### config.mk
export PLATFORM = sky130hd
export DESIGN_NAME = instruction_decode
export DESIGN_NICKNAME = d
export VERILOG_FILES = /design/src/rtl/mips_pkg.sv /design/src/rtl/grf.sv /design/src/rtl/instruction_decode.sv
export SDC_FILE = /design/constraint.sdc
export NUM_CORES = 2
export LEC_CHECK = 0
export CAP_MARGIN = 20
export CORE_MARGIN = 5
export CORE_UTILIZATION = 52
export DETAILED_ROUTE_END_ITERATION = 16
export PLACE_DENSITY = 0.71
export RECOVER_POWER = 50
export SLEW_MARGIN = 20
export SYNTH_ARGS = -nofsm -noshare
export SYNTH_HDL_FRONTEND = slang
export SYNTH_SLANG_ARGS = --single-unit
### constraint.sdc
create_clock -name clk -period 5.8 [get_ports clk]
set_input_delay 0.58 -clock clk [delete_from_list [all_inputs] [get_ports clk]]
set_output_delay 0.58 -clock clk [all_outputs]
set_load 0.01 [all_outputs]
### src/rtl/mips_pkg.sv
// Shared definitions for the MIPS pipeline: opcode/funct encodings, ALU op
// codes, decode control bundle and the immediate extender.
package mips_pkg;

  localparam logic [31:0] RESET_PC = 32'h0000_3000;
  localparam logic [4:0]  REG_RA   = 5'd31;

  localparam logic [5:0] OP_RTYPE = 6'b000000;
  localparam logic [5:0] OP_J     = 6'b000010;
  localparam logic [5:0] OP_JAL   = 6'b000011;
  localparam logic [5:0] OP_BEQ   = 6'b000100;
  localparam logic [5:0] OP_ORI   = 6'b001101;
  localparam logic [5:0] OP_LUI   = 6'b001111;
  localparam logic [5:0] OP_LW    = 6'b100011;
  localparam logic [5:0] OP_SW    = 6'b101011;

  localparam logic [5:0] F_JR     = 6'b001000;
  localparam logic [5:0] F_ADDU   = 6'b100001;
  localparam logic [5:0] F_SUBU   = 6'b100011;

  typedef enum logic [2:0] {
    ALU_ADD = 3'b000,
    ALU_SUB = 3'b001,
    ALU_OR  = 3'b010
  } alu_op_t;

  typedef enum logic [1:0] {
    EXT_NONE = 2'd0,
    EXT_ZERO = 2'd1,
    EXT_SIGN = 2'd2,
    EXT_LUI  = 2'd3
  } ext_t;

  typedef enum logic [1:0] {
    DST_NONE = 2'd0,
    DST_RD   = 2'd1,
    DST_RT   = 2'd2,
    DST_RA   = 2'd3
  } dst_t;

  typedef struct packed {
    logic    regwrite;
    logic    memwrite;
    logic    memtoreg;
    logic    alusrc;
    logic    link;
    logic    branch;
    logic    jump;
    logic    jr;
    alu_op_t aluop;
    ext_t    ext;
    dst_t    dst;
  } ctrl_t;

  function automatic logic [31:0] extend_imm(input logic [15:0] imm, input ext_t ext);
    case (ext)
      EXT_ZERO: return {16'h0000, imm};
      EXT_SIGN: return {{16{imm[15]}}, imm};
      EXT_LUI:  return {imm, 16'h0000};
      default:  return 32'h0000_0000;
    endcase
  endfunction

endpackage

### src/rtl/grf.sv
// 32x32 general register file: two combinational reads, one write port.
// $0 is not stored and always reads zero; a read of the register being
// written this cycle returns the incoming write data.
module grf
  import mips_pkg::*;
(
  input  logic        clk,
  input  logic        reset,
  input  logic [4:0]  ra1,
  input  logic [4:0]  ra2,
  output logic [31:0] rd1,
  output logic [31:0] rd2,
  input  logic        we,
  input  logic [4:0]  wa,
  input  logic [31:0] wd
);

  logic [31:0] regs [31:1];

  // Register storage: reset clears everything and wins over a pending write.
  always_ff @(posedge clk) begin
    if (reset) begin
      for (int i = 1; i < 32; i++) regs[i] <= 32'h0000_0000;
    end else if (we && (wa != 5'd0)) begin
      regs[wa] <= wd;
    end
  end

  // Read ports with $0 hardwired and write-through bypass.
  always_comb begin
    rd1 = 32'h0000_0000;
    rd2 = 32'h0000_0000;
    if (ra1 != 5'd0) rd1 = (we && (wa == ra1)) ? wd : regs[ra1];
    if (ra2 != 5'd0) rd2 = (we && (wa == ra2)) ? wd : regs[ra2];
  end

endmodule

### src/rtl/instruction_decode.sv
// Decode stage: instruction decoder, immediate extender, branch comparator,
// next-PC selection back to fetch, and the ID/EX pipeline register.
module instruction_decode
  import mips_pkg::*;
#(
  parameter logic [31:0] RESET_PC = mips_pkg::RESET_PC
) (
  input  logic        clk,
  input  logic        reset,
  input  logic [31:0] InstrD,
  input  logic [31:0] PCplus4D,
  input  logic        FlushE,
  input  logic        ForwardAD,
  input  logic        ForwardBD,
  input  logic [31:0] ALUOutM,
  input  logic        RegWriteW,
  input  logic [4:0]  WriteRegW,
  input  logic [31:0] ResultW,
  output logic        PCSrcD,
  output logic [31:0] NPCD,
  output logic [4:0]  RsD,
  output logic [4:0]  RtD,
  output logic [31:0] RD1E,
  output logic [31:0] RD2E,
  output logic [31:0] ImmE,
  output logic [4:0]  RsE,
  output logic [4:0]  RtE,
  output logic [4:0]  WriteRegE,
  output logic [31:0] PC8E,
  output logic        RegWriteE,
  output logic        MemWriteE,
  output logic        MemtoRegE,
  output logic        ALUSrcE,
  output logic        LinkE,
  output logic [2:0]  ALUOpE
);

  logic [5:0]  op;
  logic [5:0]  funct;
  logic [4:0]  rs;
  logic [4:0]  rt;
  logic [4:0]  rd;
  logic [4:0]  shamt;
  logic [15:0] imm16;
  logic [25:0] index;

  assign op    = InstrD[31:26];
  assign rs    = InstrD[25:21];
  assign rt    = InstrD[20:16];
  assign rd    = InstrD[15:11];
  assign shamt = InstrD[10:6];
  assign funct = InstrD[5:0];
  assign imm16 = InstrD[15:0];
  assign index = InstrD[25:0];

  assign RsD = rs;
  assign RtD = rt;

  logic [31:0] grf_rd1;
  logic [31:0] grf_rd2;
  logic [31:0] fa;
  logic [31:0] fb;

  grf u_grf (
    .clk   (clk),
    .reset (reset),
    .ra1   (rs),
    .ra2   (rt),
    .rd1   (grf_rd1),
    .rd2   (grf_rd2),
    .we    (RegWriteW),
    .wa    (WriteRegW),
    .wd    (ResultW)
  );

  assign fa = ForwardAD ? ALUOutM : grf_rd1;
  assign fb = ForwardBD ? ALUOutM : grf_rd2;

  ctrl_t       ctrl;
  logic [31:0] imm_ext;
  logic [4:0]  dest;

  // Main decoder; anything unrecognised stays an all-zero (nop) bundle.
  always_comb begin
    ctrl = '0;
    case (op)
      OP_RTYPE: begin
        if (shamt == 5'd0) begin
          case (funct)
            F_ADDU: begin
              ctrl.regwrite = 1'b1;
              ctrl.dst      = DST_RD;
              ctrl.aluop    = ALU_ADD;
            end
            F_SUBU: begin
              ctrl.regwrite = 1'b1;
              ctrl.dst      = DST_RD;
              ctrl.aluop    = ALU_SUB;
            end
            F_JR:    ctrl.jr = 1'b1;
            default: ;
          endcase
        end
      end
      OP_ORI: begin
        ctrl.regwrite = 1'b1;
        ctrl.alusrc   = 1'b1;
        ctrl.aluop    = ALU_OR;
        ctrl.ext      = EXT_ZERO;
        ctrl.dst      = DST_RT;
      end
      OP_LUI: begin
        ctrl.regwrite = 1'b1;
        ctrl.alusrc   = 1'b1;
        ctrl.aluop    = ALU_OR;
        ctrl.ext      = EXT_LUI;
        ctrl.dst      = DST_RT;
      end
      OP_LW: begin
        ctrl.regwrite = 1'b1;
        ctrl.memtoreg = 1'b1;
        ctrl.alusrc   = 1'b1;
        ctrl.ext      = EXT_SIGN;
        ctrl.dst      = DST_RT;
      end
      OP_SW: begin
        ctrl.memwrite = 1'b1;
        ctrl.alusrc   = 1'b1;
        ctrl.ext      = EXT_SIGN;
      end
      OP_BEQ: begin
        ctrl.branch = 1'b1;
        ctrl.aluop  = ALU_SUB;
        ctrl.ext    = EXT_SIGN;
      end
      OP_J: ctrl.jump = 1'b1;
      OP_JAL: begin
        ctrl.jump     = 1'b1;
        ctrl.regwrite = 1'b1;
        ctrl.link     = 1'b1;
        ctrl.dst      = DST_RA;
      end
      default: ;
    endcase
  end

  assign imm_ext = extend_imm(imm16, ctrl.ext);

  // Destination register select; no-write instructions carry 0.
  always_comb begin
    dest = 5'd0;
    case (ctrl.dst)
      DST_RD:  dest = rd;
      DST_RT:  dest = rt;
      DST_RA:  dest = REG_RA;
      default: dest = 5'd0;
    endcase
  end

  // Branch/jump resolution and redirect target back to fetch.
  always_comb begin
    PCSrcD = 1'b0;
    NPCD   = PCplus4D;
    if (ctrl.branch && (fa == fb)) begin
      PCSrcD = 1'b1;
      NPCD   = PCplus4D + {imm_ext[29:0], 2'b00};
    end else if (ctrl.jump) begin
      PCSrcD = 1'b1;
      NPCD   = {PCplus4D[31:28], index, 2'b00};
    end else if (ctrl.jr) begin
      PCSrcD = 1'b1;
      NPCD   = fa;
    end
  end

  // ID/EX register: reset or flush loads a bubble, otherwise loads every edge.
  always_ff @(posedge clk) begin
    if (reset || FlushE) begin
      RD1E      <= 32'h0000_0000;
      RD2E      <= 32'h0000_0000;
      ImmE      <= 32'h0000_0000;
      RsE       <= 5'd0;
      RtE       <= 5'd0;
      WriteRegE <= 5'd0;
      PC8E      <= RESET_PC + 32'd8;
      RegWriteE <= 1'b0;
      MemWriteE <= 1'b0;
      MemtoRegE <= 1'b0;
      ALUSrcE   <= 1'b0;
      LinkE     <= 1'b0;
      ALUOpE    <= 3'b000;
    end else begin
      RD1E      <= fa;
      RD2E      <= fb;
      ImmE      <= imm_ext;
      RsE       <= rs;
      RtE       <= rt;
      WriteRegE <= dest;
      PC8E      <= PCplus4D + 32'd4;
      RegWriteE <= ctrl.regwrite;
      MemWriteE <= ctrl.memwrite;
      MemtoRegE <= ctrl.memtoreg;
      ALUSrcE   <= ctrl.alusrc;
      LinkE     <= ctrl.link;
      ALUOpE    <= ctrl.aluop;
    end
  end

endmodule

* Yosys cells after proc, flatten, opt, wreduce, memory -nomap -nowiden *
Memories as Yosys holds them, arrays and structs flattened.
Index checks and enable logic that the tools add are counted.
Widths: inputs -> output; s select.

word-level totals
  register bits = 151
  memory bits (writable) = 992
  input bits = 139
  output and inout bits = 194
  logic and storage cells = 93
  memories = 1

operators by class
  $add $sub $neg = 2
  equality and inequality tests = 19
  mux-type cells = 40
  reductions and logical operators = 18

memory list
  name        words  width  rd ports  clocked after memory_dff  wr ports  line       source
  u_grf.regs  31     32     2         0                         31        grf.sv:18  logic [31:0] regs [31:1];

operators by type and width
  operator               number
  $mux 32                10
  $pmux 32 s3            1
  $add 32x3->32 const B  1
  $add 32x32->32         1
  $eq 32x32->1           1
  $reduce_or 32->1       1
  $eq 6x6->1 const B     4
  $mux 1                 22
  $eq 6x4->1 const B     3
  $pmux 5 s3             1
  $reduce_bool 5->1      3
  $eq 6x2->1 const B     2
  $pmux 2 s3             2
  $eq 5x5->1             2
  $pmux 3 s3             1
  $eq 2x2->1 const B     4
  $reduce_or 4->1        2
  $eq 6x3->1 const B     1
  $logic_not 6->1        1
  $reduce_or 2->1        3
  $reduce_or 3->1        2
  $logic_not 5->1        1
  $mux 5                 1
  $eq 2x1->1 const B     2
  4 further kinds        7

* Depth between registers and ports, before layout *
  depth after elaboration = 8
  depth in mapped cells = 19
  mapped depth without buffers = 16

* By module *
Synthesis repeated with hierarchy kept, for this count alone.

second synthesis, totals
  cell total of the unflattened synthesis = 4864
  area total of the unflattened synthesis = 63836.2 µm²

modules (own cells, without submodules)
  module              times used  cells an instance  area an instance (µm²)  sequential area each (µm²)
  grf                 1           3829               55181.7                 30749.5
  instruction_decode  1           1035               8654.6                  3002.9

* Least setup slack after synthesis *
Ideal clock, no wire load.

  path kind = input-to-output
  start point = input port InstrD[16]
  end point = output port NPCD[26]
  arrival = 4.262 ns
  data required time = 5.220 ns
  setup slack = 0.958 ns
  cell stages on the path = 16
  path buffers = 6
  cell sequence = buf_4 > buf_6 > buf_4 > buf_2 > buf_2 > mux4_2 > a22oi_1 > nand2_1 > a22o_1 > a221oi_1 > xnor2_1 > nand4_1 > nor4_1 > nand4_1 > buf_4 > mux2_1

between the ends
  cells in the longest elaborated chain, start to end = 8
  elaborated cells on any way between the ends = 10
  those cells by class = eq/ne (2); mux (4); reduce/logical (3); memory (1)

RTL lines
  element                                                                line                       source
  start: declaration                                                     instruction_decode.sv:10   input logic [31:0] InstrD,
  parallel branches: the longest is 3 deep, another holds $mem_v2 31x32  n/a
  $mux 32 (*)                                                            grf.sv:34                  if (ra2 != 5'd0) rd2 = (we && (wa == ra2)) ? wd : regs[ra2];
  $mux 32 (*)                                                            instruction_decode.sv:77   assign fb = ForwardBD ? ALUOutM : grf_rd2;
  $eq 32x32->1 (*)                                                       instruction_decode.sv:164  if (ctrl.branch && (fa == fb)) begin
  $logic_and 1x1->1 (*)                                                  instruction_decode.sv:164
  $mux 32 (*)                                                            instruction_decode.sv:164
  end: declaration                                                       instruction_decode.sv:20   output logic [31:0] NPCD,

Every way passes the cells marked *.

* Final worst setup path *
  start point = input port WriteRegW[1]
  end point = output port NPCD[9]

between the ends
  cells in the longest elaborated chain, start to end = 8
  elaborated cells on any way between the ends = 15
  those cells by class = eq/ne (3); mux (9); reduce/logical (3)

RTL lines
  element                                              line                                                  source
  start: declaration                                   instruction_decode.sv:17                              input logic [4:0] WriteRegW,
  $eq 5x5->1 (on tied branches)                        grf.sv:33, grf.sv:34
  $logic_and 1x1->1 (on tied branches)                 grf.sv:33, grf.sv:34
  $mux 32 (on tied branches) (2 in series)             grf.sv:33, grf.sv:34
  $mux 32 (on tied branches)                           instruction_decode.sv:76, instruction_decode.sv:77
  $eq 32x32->1 / $mux 32 (equally long branches)       instruction_decode.sv:164, instruction_decode.sv:170
  $logic_and 1x1->1 / $mux 32 (equally long branches)  instruction_decode.sv:164, instruction_decode.sv:167
  $mux 32 (*)                                          instruction_decode.sv:164

Every way passes the cells marked *; elsewhere a longest branch is shown, timed or not.

==> run summary <==
Outcome: complete, but fails checks
Violated checks: max-capacitance violations, max-slew violations, negative setup slack
Final Hold Fails: 0
Avg Cell Area, Syn: 13.9 sq um
Reg clk slew, reported paths: 0.05 ns
Max VDD drop: 0.311 mV
CP max-delay cell: clkdlybuf4s50_1
Area delta synth->final: 19.1%
Hold WC Path Type: primary input to flip-flop
CTS tree: built
Most area-hungry cell type in the Yosys netlist: edfxtp_1
Crit path max-delay family: buffers and inverters
Endpoints failing setup: 1
Synthesis warning total: 0
MaxCap Viol Count: 48
HPWL after DPL: 172000 microns
Slew margin rel.: -108%
Crit. End Element: primary output
PD cells: 288 mW/mm^2
Ys async rst share: 0%
Routed len/inst: 38.8 microns
Crit-path cells: clkdlybuf4s50_1 > buf_4 > xnor2_1 > and2_1 > a211oi_2 > buf_4 > a22o_1 > a221oi_1 > xor2_1 > a311o_1 > nor4_1 > nand4_1 > buf_12 > mux2i_1 > clkdlybuf4s50_1
Die Height: 357 microns
Fmax: 172 MHz
Drt via density: 7.06
Static leakage: 0.0270 uW
Clk sinks: 1174
Crit path buffers/inverters: 5
Post-synth design cell area: 0.0626 sq mm
Antenna violations before repair: 24
Worst-skew pair later-pin latency: 0.78 ns
Worst Max-Slew Pin Slew: 3.11 ns
Gpl congestion: 1.04
Flops & latches, synth: 1174
R2R setup slack: 2.82 ns
Critical Path Max Stage Delay: 0.59 ns
DIE AREA: 0.127 sq mm
Largest fanout on the critical path: 13
Root Driver: clkbuf_16
Synth Instances: 4514
Cts hold-fix bufs: 0
Multi-input gate area: 0.0272 sq mm
Number of synthesized flops with an enable pin: 1024
Post-route setup TNS: -0.00235 ns
Fin worst setup slack: -0.00235 ns
Top cell type's share of synthesized area: 49.1%
# IOs: 333
Count of input and output buffers: 331
# fillers: 9100
Total CTS buffers: 131
Fraction of layout cells with a size suffix above 1: 23.9%
GR Overflow Total: 0
Vias in the first global route: 46600
Htree depth: 4
Most frequent cells in the layout: edfxtp_1, and2_1, mux4_2, buf_4, and2_0
FF/Latch Area: 0.0338 sq mm
Drt first-iter violations: 8482
WP data arrival: 5.22 ns
WL final: 263000 microns
Startpoint types: primary input
Largest net degree at the start of global routing: 51
Core ar.: 0.120 sq mm
Post-synth cell types: 78
Die width: 357 microns
Sequential share of the synthesized area: 53.9%
Primary FF master, synth: edfxtp_1
Clock Path Buffers: 3
Worst EP required: 5.22 ns
Min Clock Period, post-route: 5.80 ns
Final Net Count: 5202
DRC errors left: 0
Worst Clk Skew: 0.0296 ns
Commonest non-fill, non-tap cell in the layout: edfxtp_1
DR vias: 47800
Synth top area cells: edfxtp_1, mux4_2, and2_1
Row count: 127
RSZ-0062 raised after global routing: true
Max-slew violation count: 1244
Critical path type: primary input to primary output
Final Hold Slack: 0.398 ns
GRT Total Usage: 40.7%
First-pass GRT wire length: 362000 microns
Initial Util: 52.3%
Final Cycle Share: 100%
Post-DRT Antenna Nets: 0
DRT Pass-1 Iters: 6
==> metal layers <==
| metal | global-route usage [%] | vias to the layer above | wire length (microns) |
|---|---|---|---|
| li1 | - | 18400 | - |
| met1 | 51.3 | 23500 | 86300 |
| met2 | 59.9 | 4659 | 113000 |
| met3 | 14.5 | 1119 | 41700 |
| met4 | 26.8 | 18 | 22100 |
| met5 | 0 | - | 116 |
==> path summary, 6_finish.rpt <==
check	start	endpoint	cells after the start
worst max-delay path	WriteRegW[1]	NPCD[9]	15
worst min-delay path	InstrD[29]	MemWriteE$_SDFF_PP0_	4
worst max register to register	u_grf.regs[13][2]$_SDFFCE_PN0P_	RD1E[2]$_SDFF_PP0_	6
worst min register to register	u_grf.regs[21][5]$_SDFFCE_PN0P_	RD2E[5]$_SDFF_PP0_	6
==> sequential cells by signal, summed over array words and instances, names as in the netlist <==
signal,cells
PC8E,32
RtE,5
RD1E,32
u_grf.regs,1024
RD2E,32
RsE,5
ImmE,32
ALUSrcE,1
MemWriteE,1
LinkE,1
ALUOpE,2
MemtoRegE,1
WriteRegE,5
RegWriteE,1
==> cell families (layout without fill, tap and decap cells) <==
family,count (synthesis),after routing,synth area share (%)
AND/OR/NAND/NOR,1569,1569,14.1
buffers and inverters,471,1065,3.34
AO/OA/AOI/OAI,494,494,5.80
adder cells (fa/ha/maj),31,31,0.631
multiplexers,691,691,21.1
flip-flops,1174,1174,53.9
other,1,47,0.00599
XOR/XNOR,83,83,1.16
==> power by group <==
part           internal (uW)  switching, uW
Sequential              9630            229
Combinational           1330           1940
Clock                   4780           3600
Total                  15700           5760
==> cell type report <==
| cell class | count | share of cell area [%] |
|---|---|---|
| Sequential cell | 1174 | 45.2 |
| Multi-Input combinational cell | 2901 | 36.5 |
| Timing Repair Buffer | 799 | 9.70 |
| Clock buffer | 174 | 4.97 |
| Tap cell | 1612 | 2.70 |
| Clock inverter | 67 | 0.728 |
| Inverter | 25 | 0.126 |
| Antenna cell | 14 | 0.0470 |
==> worst reg2reg max path: stages (launching register included) <==
cell	delay [ns]
edfxtp_1	0.41
mux4_2	0.51
mux4_2	0.47
mux2i_1	0.44
a21oi_1	0.28
a21oi_1	0.49
nor2_1	0.13
==> cells in the mapped netlist (39+ instances only) <==
cell,n
a21oi_1,82
a221oi_1,50
a22oi_1,94
and2_1,863
buf_1,42
buf_2,52
buf_4,39
clkbuf_1,298
dfxtp_1,150
edfxtp_1,1024
mux2i_1,171
mux4_2,502
nand2_1,111
nand3_1,54
nor2_1,185
nor3_1,196
o21ai_0,47
xnor2_1,39
xor2_1,44
==> metrics by stage <==
step	instances	util, %	setup slack [ns]	total power [uW]	area, sq um
after floorplan	4546	-	0.958	11600	62800
after global placement	6503	58.6	-0.115	13100	70200
after detailed placement	6503	58.6	-0.134	13100	70200
after CTS	6749	62.3	-0.0176	21400	74600
after global routing	6755	62.2	-0.0622	21900	74600
final	6766	62.3	-0.00235	21500	74600
==> what timing repair did <==
item                                    in CTS  in global routing
gates cloned                                 1                  1
setup buffers                                4                  2
resized for setup                           15                 43
endpoints found under the setup margin      22                 31
pin swaps                                    5                  7
No activity file was read; power rests on OpenSTA's default activity.
